## src/rtl/prefix_adder_accum_if.sv

```systemverilog
// prefix_adder_accum_if
// Bundles the control, input-stream and output-stream signals of the
// prefix_adder_accum stage.
//   start/busy                       : transaction request and activity flag
//   in_valid/in_ready/in_data/in_cin : input beat stream (6-bit operand + carry-in)
//   out_valid/out_ready              : result handshake
//   out_sum/out_count                : modulo-64 sum and number of beats summed
// master : the side that feeds beats and consumes results
// slave  : the accumulation stage itself
interface prefix_adder_accum_if #(
  parameter int COUNT_W = 3
);
  logic               start;
  logic               busy;
  logic               in_valid;
  logic               in_ready;
  logic [5:0]         in_data;
  logic               in_cin;
  logic               out_valid;
  logic               out_ready;
  logic [5:0]         out_sum;
  logic [COUNT_W-1:0] out_count;

  modport master (
    output start, in_valid, in_data, in_cin, out_ready,
    input  busy, in_ready, out_valid, out_sum, out_count
  );

  modport slave (
    input  start, in_valid, in_data, in_cin, out_ready,
    output busy, in_ready, out_valid, out_sum, out_count
  );
endinterface

```

## src/rtl/prefix_adder_accum.sv

```systemverilog
// prefix_adder
// 6-bit parallel-prefix (Kogge-Stone style) adder, s = x + y + c_in mod 64.
// Ports: x, y (6-bit operands), c_in (carry-in), s (6-bit sum).
// Only the prefix nodes that feed a carry are built; the carry-out is not
// needed downstream, so the bit-5 generate tree is pruned away.
module prefix_adder (
  input  logic [5:0] x,
  input  logic [5:0] y,
  input  logic       c_in,
  output logic [5:0] s
);
  logic [5:0] p0_s;
  logic [4:0] g0_s;
  logic [4:0] g1_s;
  logic [4:2] p1_s;
  logic [4:0] g2_s;
  logic       p2_4_s;
  logic       g3_4_s;

  assign p0_s = x ^ y;
  // c_in is folded into the bit-0 generate so every g*_s[i] is the carry out of bit i
  assign g0_s = {x[4:1] & y[4:1], (x[0] & y[0]) | (p0_s[0] & c_in)};

  // distance-1 combine
  assign g1_s = {g0_s[4:1] | (p0_s[4:1] & g0_s[3:0]), g0_s[0]};
  assign p1_s = p0_s[4:2] & p0_s[3:1];

  // distance-2 combine
  assign g2_s   = {g1_s[4:2] | (p1_s[4:2] & g1_s[2:0]), g1_s[1:0]};
  assign p2_4_s = p1_s[4] & p1_s[2];

  // distance-4 combine, only bit 4 reaches beyond the previous level
  assign g3_4_s = g2_s[4] | (p2_4_s & g2_s[0]);

  assign s = p0_s ^ {g3_4_s, g2_s[3:0], c_in};
endmodule

// prefix_adder_accum
// Clocked, handshaked accumulator around prefix_adder. After start it sums
// N_SAMPLES accepted beats (in_data + in_cin each) modulo 64 and presents
// the result on a valid/ready output.
// Ports: clk, rst_n (async active-low), bus (prefix_adder_accum_if.slave):
//   start, busy, in_valid, in_ready, in_data, in_cin,
//   out_valid, out_ready, out_sum, out_count.
module prefix_adder_accum #(
  parameter int N_SAMPLES = 4
) (
  input  logic                 clk,
  input  logic                 rst_n,
  prefix_adder_accum_if.slave  bus
);
  localparam int COUNT_W = $clog2(N_SAMPLES + 1);

  typedef enum logic [1:0] {
    ST_IDLE  = 2'd0,
    ST_ACCUM = 2'd1,
    ST_HOLD  = 2'd2
  } state_t;

  state_t             state_r;
  state_t             state_nxt_s;
  logic [5:0]         acc_r;
  logic [COUNT_W-1:0] cnt_r;
  logic [COUNT_W-1:0] cnt_inc_s;
  logic [5:0]         sum_s;
  logic               accept_s;
  logic               last_s;
  logic               clear_s;
  logic               in_ready_r;
  logic               out_valid_r;
  logic               busy_r;
  logic [5:0]         out_sum_r;
  logic [COUNT_W-1:0] out_count_r;
  logic               in_ready_nxt_s;
  logic               out_valid_nxt_s;
  logic               busy_nxt_s;

  prefix_adder u_adder (
    .x    (acc_r),
    .y    (bus.in_data),
    .c_in (bus.in_cin),
    .s    (sum_s)
  );

  assign accept_s  = (state_r == ST_ACCUM) && bus.in_valid;
  assign cnt_inc_s = cnt_r + COUNT_W'(1);
  assign last_s    = accept_s && (cnt_r == COUNT_W'(N_SAMPLES - 1));
  // a new transaction opens from IDLE, or from HOLD when the result is taken in the same cycle
  assign clear_s   = bus.start &&
                     ((state_r == ST_IDLE) || ((state_r == ST_HOLD) && bus.out_ready));

  // state register
  always_ff @(posedge clk or negedge rst_n) begin
    if (!rst_n) begin
      state_r <= ST_IDLE;
    end else begin
      state_r <= state_nxt_s;
    end
  end

  // next-state decode
  always_comb begin
    state_nxt_s = state_r;
    case (state_r)
      ST_IDLE: begin
        if (bus.start) begin
          state_nxt_s = ST_ACCUM;
        end else begin
          state_nxt_s = ST_IDLE;
        end
      end
      ST_ACCUM: begin
        if (last_s) begin
          state_nxt_s = ST_HOLD;
        end else begin
          state_nxt_s = ST_ACCUM;
        end
      end
      ST_HOLD: begin
        if (bus.out_ready) begin
          state_nxt_s = bus.start ? ST_ACCUM : ST_IDLE;
        end else begin
          state_nxt_s = ST_HOLD;
        end
      end
      default: begin
        state_nxt_s = ST_IDLE;
      end
    endcase
  end

  // output decode from the upcoming state so the flags can be registered without lag
  always_comb begin
    in_ready_nxt_s  = 1'b0;
    out_valid_nxt_s = 1'b0;
    busy_nxt_s      = 1'b0;
    case (state_nxt_s)
      ST_IDLE: begin
        in_ready_nxt_s  = 1'b0;
        out_valid_nxt_s = 1'b0;
        busy_nxt_s      = 1'b0;
      end
      ST_ACCUM: begin
        in_ready_nxt_s  = 1'b1;
        out_valid_nxt_s = 1'b0;
        busy_nxt_s      = 1'b1;
      end
      ST_HOLD: begin
        in_ready_nxt_s  = 1'b0;
        out_valid_nxt_s = 1'b1;
        busy_nxt_s      = 1'b1;
      end
      default: begin
        in_ready_nxt_s  = 1'b0;
        out_valid_nxt_s = 1'b0;
        busy_nxt_s      = 1'b0;
      end
    endcase
  end

  // registered handshake and status flags
  always_ff @(posedge clk or negedge rst_n) begin
    if (!rst_n) begin
      in_ready_r  <= 1'b0;
      out_valid_r <= 1'b0;
      busy_r      <= 1'b0;
    end else begin
      in_ready_r  <= in_ready_nxt_s;
      out_valid_r <= out_valid_nxt_s;
      busy_r      <= busy_nxt_s;
    end
  end

  // accumulator and beat counter
  always_ff @(posedge clk or negedge rst_n) begin
    if (!rst_n) begin
      acc_r <= 6'd0;
      cnt_r <= '0;
    end else if (clear_s) begin
      acc_r <= 6'd0;
      cnt_r <= '0;
    end else if (accept_s) begin
      acc_r <= sum_s;
      cnt_r <= cnt_inc_s;
    end else begin
      acc_r <= acc_r;
      cnt_r <= cnt_r;
    end
  end

  // result registers: loaded with the final beat, held through HOLD and IDLE
  always_ff @(posedge clk or negedge rst_n) begin
    if (!rst_n) begin
      out_sum_r   <= 6'd0;
      out_count_r <= '0;
    end else if (last_s) begin
      out_sum_r   <= sum_s;
      out_count_r <= cnt_inc_s;
    end else begin
      out_sum_r   <= out_sum_r;
      out_count_r <= out_count_r;
    end
  end

  assign bus.in_ready  = in_ready_r;
  assign bus.out_valid = out_valid_r;
  assign bus.busy      = busy_r;
  assign bus.out_sum   = out_sum_r;
  assign bus.out_count = out_count_r;
endmodule

```

## src/flat_wrapper.sv

```systemverilog
// flat-port wrapper written by rule: the top's interface ports become plain ports
module prefix_adder_accum_flat 
#(
  parameter int N_SAMPLES = 4
)
  (clk, rst_n, bus_start, bus_in_valid, bus_in_data, bus_in_cin, bus_out_ready, bus_busy, bus_in_ready, bus_out_valid, bus_out_sum, bus_out_count);
  prefix_adder_accum_if #(.COUNT_W(($clog2((4) + 1)))) bus_i ();
  input  logic clk;
  input  logic rst_n;
  input wire logic [$bits(bus_i.start)-1:0] bus_start;
  input wire logic [$bits(bus_i.in_valid)-1:0] bus_in_valid;
  input wire logic [$bits(bus_i.in_data)-1:0] bus_in_data;
  input wire logic [$bits(bus_i.in_cin)-1:0] bus_in_cin;
  input wire logic [$bits(bus_i.out_ready)-1:0] bus_out_ready;
  output wire logic [$bits(bus_i.busy)-1:0] bus_busy;
  output wire logic [$bits(bus_i.in_ready)-1:0] bus_in_ready;
  output wire logic [$bits(bus_i.out_valid)-1:0] bus_out_valid;
  output wire logic [$bits(bus_i.out_sum)-1:0] bus_out_sum;
  output wire logic [$bits(bus_i.out_count)-1:0] bus_out_count;
  assign bus_i.start = bus_start;
  assign bus_i.in_valid = bus_in_valid;
  assign bus_i.in_data = bus_in_data;
  assign bus_i.in_cin = bus_in_cin;
  assign bus_i.out_ready = bus_out_ready;
  assign bus_busy = bus_i.busy;
  assign bus_in_ready = bus_i.in_ready;
  assign bus_out_valid = bus_i.out_valid;
  assign bus_out_sum = bus_i.out_sum;
  assign bus_out_count = bus_i.out_count;
  prefix_adder_accum #(.N_SAMPLES(N_SAMPLES)) u_core (.clk(clk), .rst_n(rst_n), .bus(bus_i));
endmodule
```

## config.mk

```make
export PLATFORM = sky130hd
export DESIGN_NAME = prefix_adder_accum_flat
export DESIGN_NICKNAME = d
export VERILOG_FILES = /design/src/rtl/prefix_adder_accum_if.sv /design/src/rtl/prefix_adder_accum.sv /design/src/flat_wrapper.sv
export SDC_FILE = /design/constraint.sdc
export NUM_CORES = 1
export LEC_CHECK = 0
export CORE_UTILIZATION = 45
export CTS_BUF_LIST = sky130_fd_sc_hd__clkbuf_8
export CTS_CLUSTER_DIAMETER = 100
export DETAILED_ROUTE_END_ITERATION = 8
export PLACE_DENSITY = 0.79
export SKIP_CTS_REPAIR_TIMING = 1
export SYNTH_ARGS = -nofsm -noshare
export SYNTH_HDL_FRONTEND = slang
export SYNTH_SLANG_ARGS = --single-unit
```

## constraint.sdc

```tcl
create_clock -name clk -period 2.2 [get_ports clk]
set_input_delay 0.33 -clock clk [delete_from_list [all_inputs] [get_ports clk]]
set_output_delay 0.33 -clock clk [all_outputs]
set_load 0.005 [all_outputs]
```

==> impl_metrics.tcl <==
set metrics [dict create \
    stdcell_count 162 \
    drive_gt1_share_pct 11.19 \
    cp-end-kind "flip-flop" \
    min_path_type "input pin to asynchronous set/reset pin" \
    finalCritPeriodShare_pct 94.12 \
    path_clk_slew_ps 80 \
    fp-row-count 17 \
    crit_type "input pin to flip-flop" \
    synth.avg_cell_area_um2 11.01 \
    p_per_area_nw_per_um2 1256 \
    final_antenna_net_count 0 \
    ys_seq_area_share_pct 50.27 \
    synth_fp_nets 126 \
    fin_setup_tns_ps 0 \
    async_flop_share_pct 100.0 \
    ys_top_cells_by_area "dfrtp_1, ha_1, o21ai_0" \
    synth-main-ff-cell "dfrtp_1" \
    nets 157 \
    leakage_nw 0.7003 \
    ys_types 30 \
    grt_first_pass_wirelength_um 3781 \
    grt_pass1_vias 853 \
    status "finished clean" \
    r2r_cells 5 \
    via_count 859 \
    h-tree-depth 1 \
    grt_max_degree 24 \
    placed_cells 158 \
    crit_chain "clkdlybuf4s50_1 > fa_1 > a211oi_2 > o21ai_0 > and4_1 > o31a_1" \
    crit_required_ps 2350 \
    insertion_delay_ps 260 \
    drc 0 \
    synth_edf_count 0 \
    finalHoldViolations 0 \
    die-area_um2 2750 \
    maxSlewHeadroom_pct 67.14 \
    synth_common_cells "dfrtp_1, nand2_1, o21ai_0" \
    routed_wl_um 2204 \
    setup_viol 0 \
    cp_slowest_cell "fa_1" \
    boundaryPins 24 \
    synth.largest_area_cell "dfrtp_1" \
    first_iter_violations 12 \
    coreArea_um2 2297 \
    fin_crit_ps 2071 \
    cp_slowest_stage_delay_ps 470 \
    setup.worst_path.start_class "input pin" \
    root_buffer "clkbuf_8" \
    cts.sinks 23 \
    grt-ovfl-total 0 \
    place_area_um2 1439 \
    synthMostInstantiatedCell "dfrtp_1" \
    fp.dieH_um 52.44 \
    avgViaCountPerCell 5.302 \
    initial_core_util_pct 49.84 \
    tightest_slew_ps 491.3 \
    syn_inst 104 \
    maxSlewViolCount 0 \
    track_usage_pct 18.97 \
    regToRegSetupSlack_ps 280 \
    routedWlPerCell_um 13.60 \
    cts_tree "yes" \
    post-synth-top-area-fraction_pct 50.27 \
    clock_skew_ps 3.366 \
    peakVddDrop_mv 0.6510 \
    fp.dieW_um 52.44 \
    drv_cap 0 \
    worst_ep_arrival_time_ps 2220 \
    fillers 186 \
    fin_area_um2 1490 \
    fmax_mhz 482.9 \
    port_buffers 23 \
    antenna_found_initial 0 \
    place.gp.congestion 0.8550 \
    antennaDiodeCount 0 \
    synth_area_um2 1145 \
    ys_warn_count 0 \
    syn_to_final_growth_pct 30.16 \
    dp_hpwl_um 1670 \
    whs_ps 409.6 \
    synth_seq_cells 23 \
    finalCoreUtilization_pct 64.87 \
    crit_fanout 4 \
    dr.pass1.iters 4 \
    cts_buffers 3 \
    clock_path_buffers 2 \
]
-- worst max-delay path: cells and delay by family --
| family | cells | cell delay [ps] |
|---|---|---|
| AOI/OAI and AO/OA | 3 | 750 |
| adders and majority gates | 1 | 470 |
| buffers and inverters | 1 | 430 |
| and+or+nand+nor | 1 | 240 |
-- per-stage QoR --
stage | setup slack, ps | power, mW
CTS | 73.60 | 1.881
global route | -3.125 | 2.036
global placement | -130.3 | 1.570
detailed placement | -185.1 | 1.616
finish | 129.3 | 1.871
floorplan | 419.5 | 1.223
-- final timing paths --
kind,startpoint,end
worst max-delay path,bus_in_cin,u_core.bus.out_sum[5]
worst min-delay path,rst_n,u_core.bus.out_sum[0]
worst max register to register,u_core.acc_r[0],u_core.bus.out_sum[5]
worst min register to register,u_core.bus.out_sum[1],u_core.bus.out_sum[1]
max in group asynchronous,rst_n,u_core.bus.out_sum[3]
min in group clk,u_core.bus.out_sum[1],u_core.bus.out_sum[1]
-- where the power goes --
part | internal [mW] | leakage (nW) | switching (mW)
Clock | 0.126 | 0.0255 | 0.134
Sequential | 0.609 | 0.287 | 0.105
Combinational | 0.484 | 0.388 | 0.413
-- sequential cells by signal, summed over array words and instances (netlist names) --
signal,count
u_core.bus.busy,1
u_core.bus.out_sum,6
u_core.bus.in_ready,1
u_core.bus.out_valid,1
u_core.acc_r,6
u_core.cnt_r,3
u_core.state_r,2
u_core.bus.out_count,3
-- cells in the final DEF, fill, tap and decap left out, types with 3 or more instances in the layout --
cell type / synthesis / layout
buf_4: 0 / 5
nand2_1: 14 / 14
nor3b_1: 3 / 3
clkdlybuf4s50_1: 0 / 23
dfrtp_1: 23 / 23
o21ai_0: 13 / 13
inv_1: 10 / 10
a22o_1: 3 / 3
clkbuf_8: 0 / 3
ha_1: 8 / 8
-- cell type report --
class / instances / area [um^2] / share of cell area, %
Clock buffer: 3 / 41.29 / 2.771
Tap cell: 28 / 35.03 / 2.351
Clock inverter: 1 / 5.005 / 0.3359
Inverter: 10 / 37.54 / 2.519
Sequential cell: 23 / 575.6 / 38.62
Multi-Input combinational cell: 69 / 528.0 / 35.43
Timing Repair Buffer: 28 / 267.8 / 17.97
-- cells by family (layout without fill, tap and decap cells) --
kind of cell               Yosys count  count (layout)  synth area share [%]
AOI/OAI and AO/OA                   30              30                 18.03
muxes                                2               2                 1.967
xor gates and xnor gates             2               2                 1.530
adders and majority gates           10              10                 12.24
buffers and inverters               12              42                 4.043
DFF                                 23              23                 50.27
and+or+nand+nor                     25              25                 11.91
-- per-layer routing --
layer / part of all wire (%) / track usage [%] / up-vias
met2: 47 / 31.65 / 14
met3: 2.9 / 2.609 / 3
met5: 0 / 0 / -
met1: 49 / 25.79 / 414
met4: 0.68 / 4.825 / 0
li1: - / - / 428
(Power assumes the default switching activity.)
